[src/rtl/escritor_serial.sv]
`default_nettype none
// ============================================================================
// Module      : escritor_serial
// Description : 8N1 UART transmitter for the paddle link. On a send request
//               it snapshots both paddle positions and emits two bytes,
//               {1'b0, paddle1Y} then {1'b1, paddle2Y}, LSB first with no
//               gap between them.
// Revision    : 1.0 - initial release
// ============================================================================
module escritor_serial #(
  parameter int   CLKS_PER_BIT = 868,
  parameter logic IDLE_LEVEL   = 1'b1
) (
  input  logic       clk,
  input  logic       reset,
  input  logic       send,
  input  logic [6:0] paddle1Y,
  input  logic [6:0] paddle2Y,
  output logic       tx,
  output logic       busy,
  output logic       done
);

  localparam int              c_BW        = $clog2(CLKS_PER_BIT);
  localparam logic [c_BW-1:0] c_BAUD_LAST = c_BW'(CLKS_PER_BIT - 1);
  localparam logic [c_BW-1:0] c_BAUD_ONE  = c_BW'(1);

  localparam logic [1:0] c_S_IDLE  = 2'd0;
  localparam logic [1:0] c_S_START = 2'd1;
  localparam logic [1:0] c_S_DATA  = 2'd2;
  localparam logic [1:0] c_S_STOP  = 2'd3;

  logic [1:0]      r_state,    w_state_nxt;
  logic [c_BW-1:0] r_baud,     w_baud_nxt;
  logic [2:0]      r_bitcnt,   w_bitcnt_nxt;
  logic            r_byte_idx, w_byte_idx_nxt;
  logic [7:0]      r_shift,    w_shift_nxt;
  logic [7:0]      r_byte1,    w_byte1_nxt;
  logic            r_tx,       w_tx_nxt;
  logic            r_busy,     w_busy_nxt;
  logic            r_done,     w_done_nxt;

  logic w_bit_end;
  logic w_accept;

  // Last cycle of the current bit period; new requests only while idle.
  assign w_bit_end = (r_baud == c_BAUD_LAST);
  assign w_accept  = send && !r_busy;

  // State register: FSM, counters, data holding and registered outputs.
  always_ff @(posedge clk) begin
    if (reset) begin
      r_state    <= c_S_IDLE;
      r_baud     <= '0;
      r_bitcnt   <= 3'd0;
      r_byte_idx <= 1'b0;
      r_shift    <= 8'd0;
      r_byte1    <= 8'd0;
      r_tx       <= IDLE_LEVEL;
      r_busy     <= 1'b0;
      r_done     <= 1'b0;
    end else begin
      r_state    <= w_state_nxt;
      r_baud     <= w_baud_nxt;
      r_bitcnt   <= w_bitcnt_nxt;
      r_byte_idx <= w_byte_idx_nxt;
      r_shift    <= w_shift_nxt;
      r_byte1    <= w_byte1_nxt;
      r_tx       <= w_tx_nxt;
      r_busy     <= w_busy_nxt;
      r_done     <= w_done_nxt;
    end
  end

  // Next-state logic: bit timing, data shifting and byte sequencing.
  always_comb begin
    w_state_nxt    = r_state;
    w_baud_nxt     = w_bit_end ? '0 : (r_baud + c_BAUD_ONE);
    w_bitcnt_nxt   = r_bitcnt;
    w_byte_idx_nxt = r_byte_idx;
    w_shift_nxt    = r_shift;
    w_byte1_nxt    = r_byte1;
    case (r_state)
      c_S_IDLE: begin
        w_baud_nxt = '0;
        if (w_accept) begin
          // Snapshot both bytes so later input changes cannot corrupt the packet.
          w_state_nxt    = c_S_START;
          w_shift_nxt    = {1'b0, paddle1Y};
          w_byte1_nxt    = {1'b1, paddle2Y};
          w_byte_idx_nxt = 1'b0;
          w_bitcnt_nxt   = 3'd0;
        end
      end
      c_S_START: begin
        if (w_bit_end) begin
          w_state_nxt = c_S_DATA;
        end
      end
      c_S_DATA: begin
        if (w_bit_end) begin
          w_shift_nxt  = {1'b0, r_shift[7:1]};
          w_bitcnt_nxt = r_bitcnt + 3'd1;
          if (r_bitcnt == 3'd7) begin
            w_state_nxt = c_S_STOP;
          end
        end
      end
      c_S_STOP: begin
        if (w_bit_end) begin
          if (!r_byte_idx) begin
            // Second byte starts straight after the first stop bit.
            w_state_nxt    = c_S_START;
            w_shift_nxt    = r_byte1;
            w_byte_idx_nxt = 1'b1;
          end else begin
            w_state_nxt    = c_S_IDLE;
            w_byte_idx_nxt = 1'b0;
          end
        end
      end
      default: begin
        w_state_nxt = c_S_IDLE;
      end
    endcase
  end

  // Output logic: line level, busy and done computed for the coming cycle.
  always_comb begin
    w_tx_nxt   = IDLE_LEVEL;
    w_busy_nxt = (w_state_nxt != c_S_IDLE);
    w_done_nxt = (r_state == c_S_STOP) && (w_state_nxt == c_S_IDLE);
    case (w_state_nxt)
      c_S_START: w_tx_nxt = ~IDLE_LEVEL;
      c_S_DATA:  w_tx_nxt = w_shift_nxt[0];
      default:   w_tx_nxt = IDLE_LEVEL;
    endcase
  end

  assign tx   = r_tx;
  assign busy = r_busy;
  assign done = r_done;

endmodule
`default_nettype wire

[config.mk]
export PLATFORM = sky130hd
export DESIGN_NAME = escritor_serial
export DESIGN_NICKNAME = d
export VERILOG_FILES = /design/src/rtl/escritor_serial.sv
export SDC_FILE = /design/constraint.sdc
export NUM_CORES = 1
export LEC_CHECK = 0
export CORE_MARGIN = 5
export CORE_UTILIZATION = 61
export CTS_BUF_LIST = sky130_fd_sc_hd__clkbuf_8
export DETAILED_ROUTE_END_ITERATION = 8
export PLACE_DENSITY_LB_ADDON = 0.2
export SYNTH_ARGS = -nofsm -noshare
export SYNTH_HDL_FRONTEND = slang
export SYNTH_SLANG_ARGS = --single-unit
[constraint.sdc]
create_clock -name clk -period 3.39 [get_ports clk]
set_clock_uncertainty 0.2 [all_clocks]
set_input_delay 0.8475 -clock clk [delete_from_list [all_inputs] [get_ports clk]]
set_output_delay 0.8475 -clock clk [all_outputs]
set_load 0.005 [all_outputs]
==> flow_summary.ini, run 1 <==
[cts]
clock-sinks = 35
ctsHoldBuffers = 0
clock_path_buffers = 2
cts_tree = built
clockRootBuffer = clkbuf_8
cts.repair.resized = 0
numCtsBuffers = 5
clock_latency_ns = 0.29
clkTransAtPathRegs_ns = 0.07
htreeDepth = 2
post_cts_buffers = 0

[timing]
setup_viol = 0
relSlewSlack_pct = 52.7
finalSetupTns_ns = 0
hold_viol = 0
maxSlewViolCount = 0
fin_crit_sh_pct = 71.4
rsz0062_at_grt = no
fmax_ghz = 0.413
tightestPinTransition_ns = 0.709
min_period_ns = 2.42

[worst_setup_path]
regToRegSetupSlack_ns = 1.21
cp-end-kind = flop
startpoint = send
r2r_end = tx
critPathArrivalTime_ns = 2.38
crit_path_end = r_shift[4]
startpoint_type = input port
worstSetupPathType = input port to flop
required_ns = 3.35
r2r_cells = 6
crit_fanout = 9
reg2reg_from = r_baud[0]

[synth]
synthArstFlopShare_pct = 0
syn_area_sq_mm = 0.00160
ys_ff_latch = 35
synth-seq-area-share_pct = 43.9
synth_flop_cell = dfxtp_1
yosys.area.top_type = dfxtp_1
yosys_warnings = 0
synth_edf_count = 0
ys_types = 40
synth_common_cells = 35 x dfxtp_1, 25 x nand2_1, 24 x nor2_1
synthTopCellsByArea = dfxtp_1 44%, nand2_1 5.9%, nor2_1 5.6%
synthesis.instances = 184
synth_most_common_cell = dfxtp_1
synth_nets = 204
synth_area_per_cell_sq_um = 8.68
synth_top_area_share_pct = 43.9

[global_routing]
antenna_found_initial = 0
grt_pass1_vias = 1288
grt_pass1_wl_microns = 5860
grt-ovfl-total = 0
grt_max_degree = 26
grtUsageTotal_pct = 21.6

[pwr]
power_mw = 0.812
pwr-share-clk_pct = 34.9
cellPowerDensity_mw_per_mm2 = 435
p_comb_share_pct = 10.6
leakagePower_nw = 0.668
p_int_mw = 0.610
p_sw_mw = 0.203
seqPwrFrac_pct = 54.5
ir_worst_vdd_mv = 0.416
switching_share_pct = 24.9

[placement]
gp_congestion = 0.757
io_buffers = 19
placed_cells = 225
dp_hpwl_microns = 2530

[layout]
n_antenna_cell = 0
area_growth_pct = 17.0
finalNetCount = 222
drive_above_1_share_pct = 8.37
finalNonFillerCells = 233

[routing]
first_pass_iters = 4
drc = 0
drt-wirelength-per-cell_microns = 15.1
via_per_inst = 5.88
wirelength_microns = 3510
vias = 1370
ant_nets = 0
drt_first_iter_violations = 112

[flow_run]
drv_cap = 0

[floorplanning]
core_area_sq_mm = 0.00250
top_level_ports = 20
die-area_sq_mm = 0.00374
start_util_pct = 63.9
fp.dieH_microns = 61.2
row_count = 18
die_x_microns = 61.2

[min_path]
hold_depth = 2
holdCritPathClass = flop to flop

[outcome]
status = finished, final reports clean
## cell usage in the layout, fill, tap and decap left out, drive strengths merged
cell	n
and4	1
mux2i	1
clkbuf	5
a22o	1
and2	1
a211oi	1
clkdlybuf4s50	19
o22ai	1
a222oi	6
and3	2
and2b	1
nand4	1
xnor2	5
nand2b	2
o21ai	7
inv	9
nand2	25
dfxtp	35
nor4bb	1
xor2	4
nor3b	3
or2	2
o32ai	1
nand3	8
a21boi	1
nor2	25
clkinv	1
ha	3
and4b	1
or3b	1
buf	2
nor3	2
nand3b	7
a21oi	16
nand4b	1
nor2b	1
## worst min-delay path by stage
| stage | startpoint | end | slack, ns |
|---|---|---|---|
| global route | r_shift[7] | r_shift[7] | 0.28 |
| floorplan | r_baud[0] | r_baud[0] | 0.23 |
| detailed placement | r_shift[7] | r_shift[7] | 0.26 |
| finish | r_byte1[3] | r_byte1[3] | 0.26 |
| CTS | r_shift[7] | r_shift[7] | 0.27 |
| global placement | r_baud[0] | r_baud[0] | 0.24 |
## final cells by class
type                            instances  area (sq um)
Clock buffer                            5          68.8
Fill cell                             183           632
Sequential cell                        35           701
Timing Repair Buffer                   21           205
Tap cell                               30          37.5
Clock inverter                          3          12.5
Inverter                                7          26.3
Multi-Input combinational cell        132           817
## per-layer routing
layer	track usage [%]	up-vias	wire length (microns)
li1	-	667	-
met1	27.2	646	1580
met2	33.7	53	1660
met3	7.97	4	240
met4	8.05	0	28
met5	0	-	0
## power by group through the flow
| stage | sequential [mW] | combinational, mW | clock (mW) |
|---|---|---|---|
| global placement | 0.450 | 0.0813 | 0 |
| floorplan | 0.444 | 0.0561 | 0 |
| CTS | 0.442 | 0.0863 | 0.288 |
| finish | 0.442 | 0.0864 | 0.284 |
| detailed placement | 0.451 | 0.0854 | 0 |
| global route | 0.445 | 0.0958 | 0.311 |
## critical path, cell delays in order
cell	delay, ns
clkdlybuf4s50_1	0.48
or3b_1	0.42
nor2_4	0.18
a21oi_2	0.11
a222oi_1	0.27
nor2_1	0.07
## state kept, by name, indices dropped and copies added (netlist names)
register,flops
r_byte_idx,1
r_bitcnt,3
r_state,2
tx,1
done,1
r_byte1,8
r_baud,10
busy,1
r_shift,8
## kinds of logic (layout without fill, tap and decap cells)
group	Yosys count	count (layout)	share of synthesized area [%]
AND/OR/NAND/NOR	85	85	28.1
flip-flops	35	35	43.9
AO/OA/AOI/OAI	34	34	15.2
buffers and inverters	17	36	4.94
XOR/XNOR	9	9	4.94
adder cells (fa/ha/maj)	3	3	2.35
multiplexers	1	1	0.627
## through the flow
stage	utilization [%]	worst slack (ns)	hold WS (ns)	instance area (sq um)
after floorplan	-	1.24	0.230	1600
after global placement	71.5	0.729	0.240	1790
after detailed placement	71.5	0.662	0.256	1790
after CTS	74.7	0.968	0.266	1870
after global routing	74.7	0.848	0.277	1870
final	74.7	0.971	0.264	1870
(Power assumes the default switching activity.)
==> run 2, diff against run 1 <==
--- a/config.mk
+++ b/config.mk
@@ -6,7 +6,7 @@
 export NUM_CORES = 1
 export LEC_CHECK = 0
 export CORE_MARGIN = 5
-export CORE_UTILIZATION = 61
+export CORE_UTILIZATION = 57
 export CTS_BUF_LIST = sky130_fd_sc_hd__clkbuf_8
 export DETAILED_ROUTE_END_ITERATION = 8
 export PLACE_DENSITY_LB_ADDON = 0.2
==> constraint.sdc (replaced) <==
create_clock -name clk -period 2.5 [get_ports clk]
set_clock_uncertainty 0.2 [all_clocks]
set_input_delay 0.625 -clock clk [delete_from_list [all_inputs] [get_ports clk]]
set_output_delay 0.625 -clock clk [all_outputs]
set_load 0.005 [all_outputs]
==> flow_summary.ini, run 2 (synthesis results as in run 1) <==
[outcome]
status = finished, final reports clean

[pwr]
leakagePower_nw = 0.683
cellPowerDensity_mw_per_mm2 = 606
ir_worst_vdd_mv = 0.551

[flow_run]
drv_cap = 0

[timing]
rsz0062_at_grt = no
fmax_ghz = 0.462
min_period_ns = 2.17
relSlewSlack_pct = 70.8
setup_viol = 0
tightestPinTransition_ns = 0.438
finalSetupTns_ns = 0
hold_viol = 0
maxSlewViolCount = 0
fin_crit_sh_pct = 86.7

[global_routing]
grtUsageMet3_pct = 5.94
grt_pass1_vias = 1270
grt_max_degree = 27
grtUsageTotal_pct = 16.9
grt-ovfl-total = 0
use_met2_pct = 29.0
grt_pass1_wl_microns = 5400
antenna_found_initial = 0
use_met1_pct = 18.3
top_usage_layer = met2

[routing]
first_pass_iters = 4
wirelength_microns = 3060
via_per_inst = 5.53
drt-wirelength-per-cell_microns = 12.9
drt_first_iter_violations = 132
vias = 1306
drc = 0
ant_nets = 0

[cts]
clockRootBuffer = clkbuf_8
post_cts_buffers = 0
numCtsBuffers = 5
clock_latency_ns = 0.28
clock_path_buffers = 2
cts_tree = built
cts.repair.resized = 0
clkTransAtPathRegs_ns = 0.07
ctsHoldBuffers = 0
clock-sinks = 35
htreeDepth = 2

[floorplanning]
top_level_ports = 20
core_area_sq_mm = 0.00271
die_x_microns = 62.9
die-area_sq_mm = 0.00396
row_count = 19
start_util_pct = 58.9
fp.dieH_microns = 62.9

[placement]
dp_hpwl_microns = 2220
placed_cells = 228
gp_congestion = 0.775
io_buffers = 19
place_area_sq_mm = 0.00180

[worst_setup_path]
critPathArrivalTime_ns = 2.14
crit_chain = ha_1 > nor4bb_4 > and4_4 > a21oi_2 > a211oi_2 > a21oi_2
cp_num_buf_inv = 0
crit_slowest_cell = dfxtp_1
cp-end-kind = flop
startpoint_type = flop
worstSetupPathType = flop to flop
required_ns = 2.47
cp_slowest_stage_delay_ns = 0.39
cp_top_family = simple AND/OR/NAND/NOR gates
crit_path_frequent_cell = a21oi_2
crit_fanout = 13

[layout]
finalNetCount = 224
area_growth_pct = 19.2
post-route-util_pct = 70.2
largest_reg_flops = 10
filler_cell_count = 229
finalNonFillerCells = 236
stdcell_area_sq_mm = 0.00190
drive_above_1_share_pct = 9.76
final_cell_mix = 35 x dfxtp_1, 25 x nand2_1, 24 x nor2_1, 19 x clkdlybuf4s50_1, 14 x a21oi_1
top_regs = r_baud x10, r_byte1 x8, r_shift x8
largest-register = r_baud
n_antenna_cell = 0
final_common_cell = dfxtp_1

[min_path]
holdCritPathClass = flop to flop
[run 2: changes by cell type in the layout (fill, tap and decap cells not counted)]
| cell | delta |
|---|---|
| buf_4 | +2 |
| clkbuf_8 | +2 |
| clkinv_2 | -1 |
| inv_1 | -1 |
[run 2: worst register-to-register path: stages (launching register included)]
cell and delay, ns:
dfxtp_1 0.39, ha_1 0.23, nor4bb_4 0.35, and4_4 0.38, a21oi_2 0.16, a211oi_2 0.27, a21oi_2 0.07
[run 2: power breakdown]
| part | internal (mW) | switching, mW |
|---|---|---|
| Combinational | 0.0640 | 0.0583 |
| Clock | 0.247 | 0.192 |
| Sequential | 0.579 | 0.0137 |
[run 2: worst paths after layout]
| path | to | slack (ns) | depth (start not counted) | startpoint |
|---|---|---|---|---|
| min | r_byte1[5] | 0.26 | 2 | r_byte1[5] |
| max | tx | 0.33 | 6 | r_baud[0] |
| min reg2reg | r_byte1[5] | 0.26 | 2 | r_byte1[5] |
| max reg2reg | tx | 0.33 | 6 | r_baud[0] |
[run 2: cell type report]
class                   instances  area [sq um]  area share, %
clock inverters                 1          3.75          0.197
well taps                      31          38.8           2.04
multi-input cells             132           817           42.9
inverters                       7          26.3           1.38
flip-flops and latches         35           701           36.8
repair buffers                 23           220           11.6
clock buffers                   7          96.3           5.06
[run 2: metal layers]
metal	wire, microns	up-vias
met1	1330	600
met5	0	-
met4	48	0
met3	130	6
li1	-	670
met2	1540	30
[run 2: stage by stage]
stage          hold WS (ns)  total power [mW]  worst slack (ns)
4_1_cts               0.259              1.17             0.334
2_1_floorplan         0.230             0.678             0.573
5_1_grt               0.276              1.21             0.149
3_5_place_dp          0.248             0.728            0.0684
3_3_place_gp          0.241             0.725            0.0975
6_report              0.256              1.15             0.333
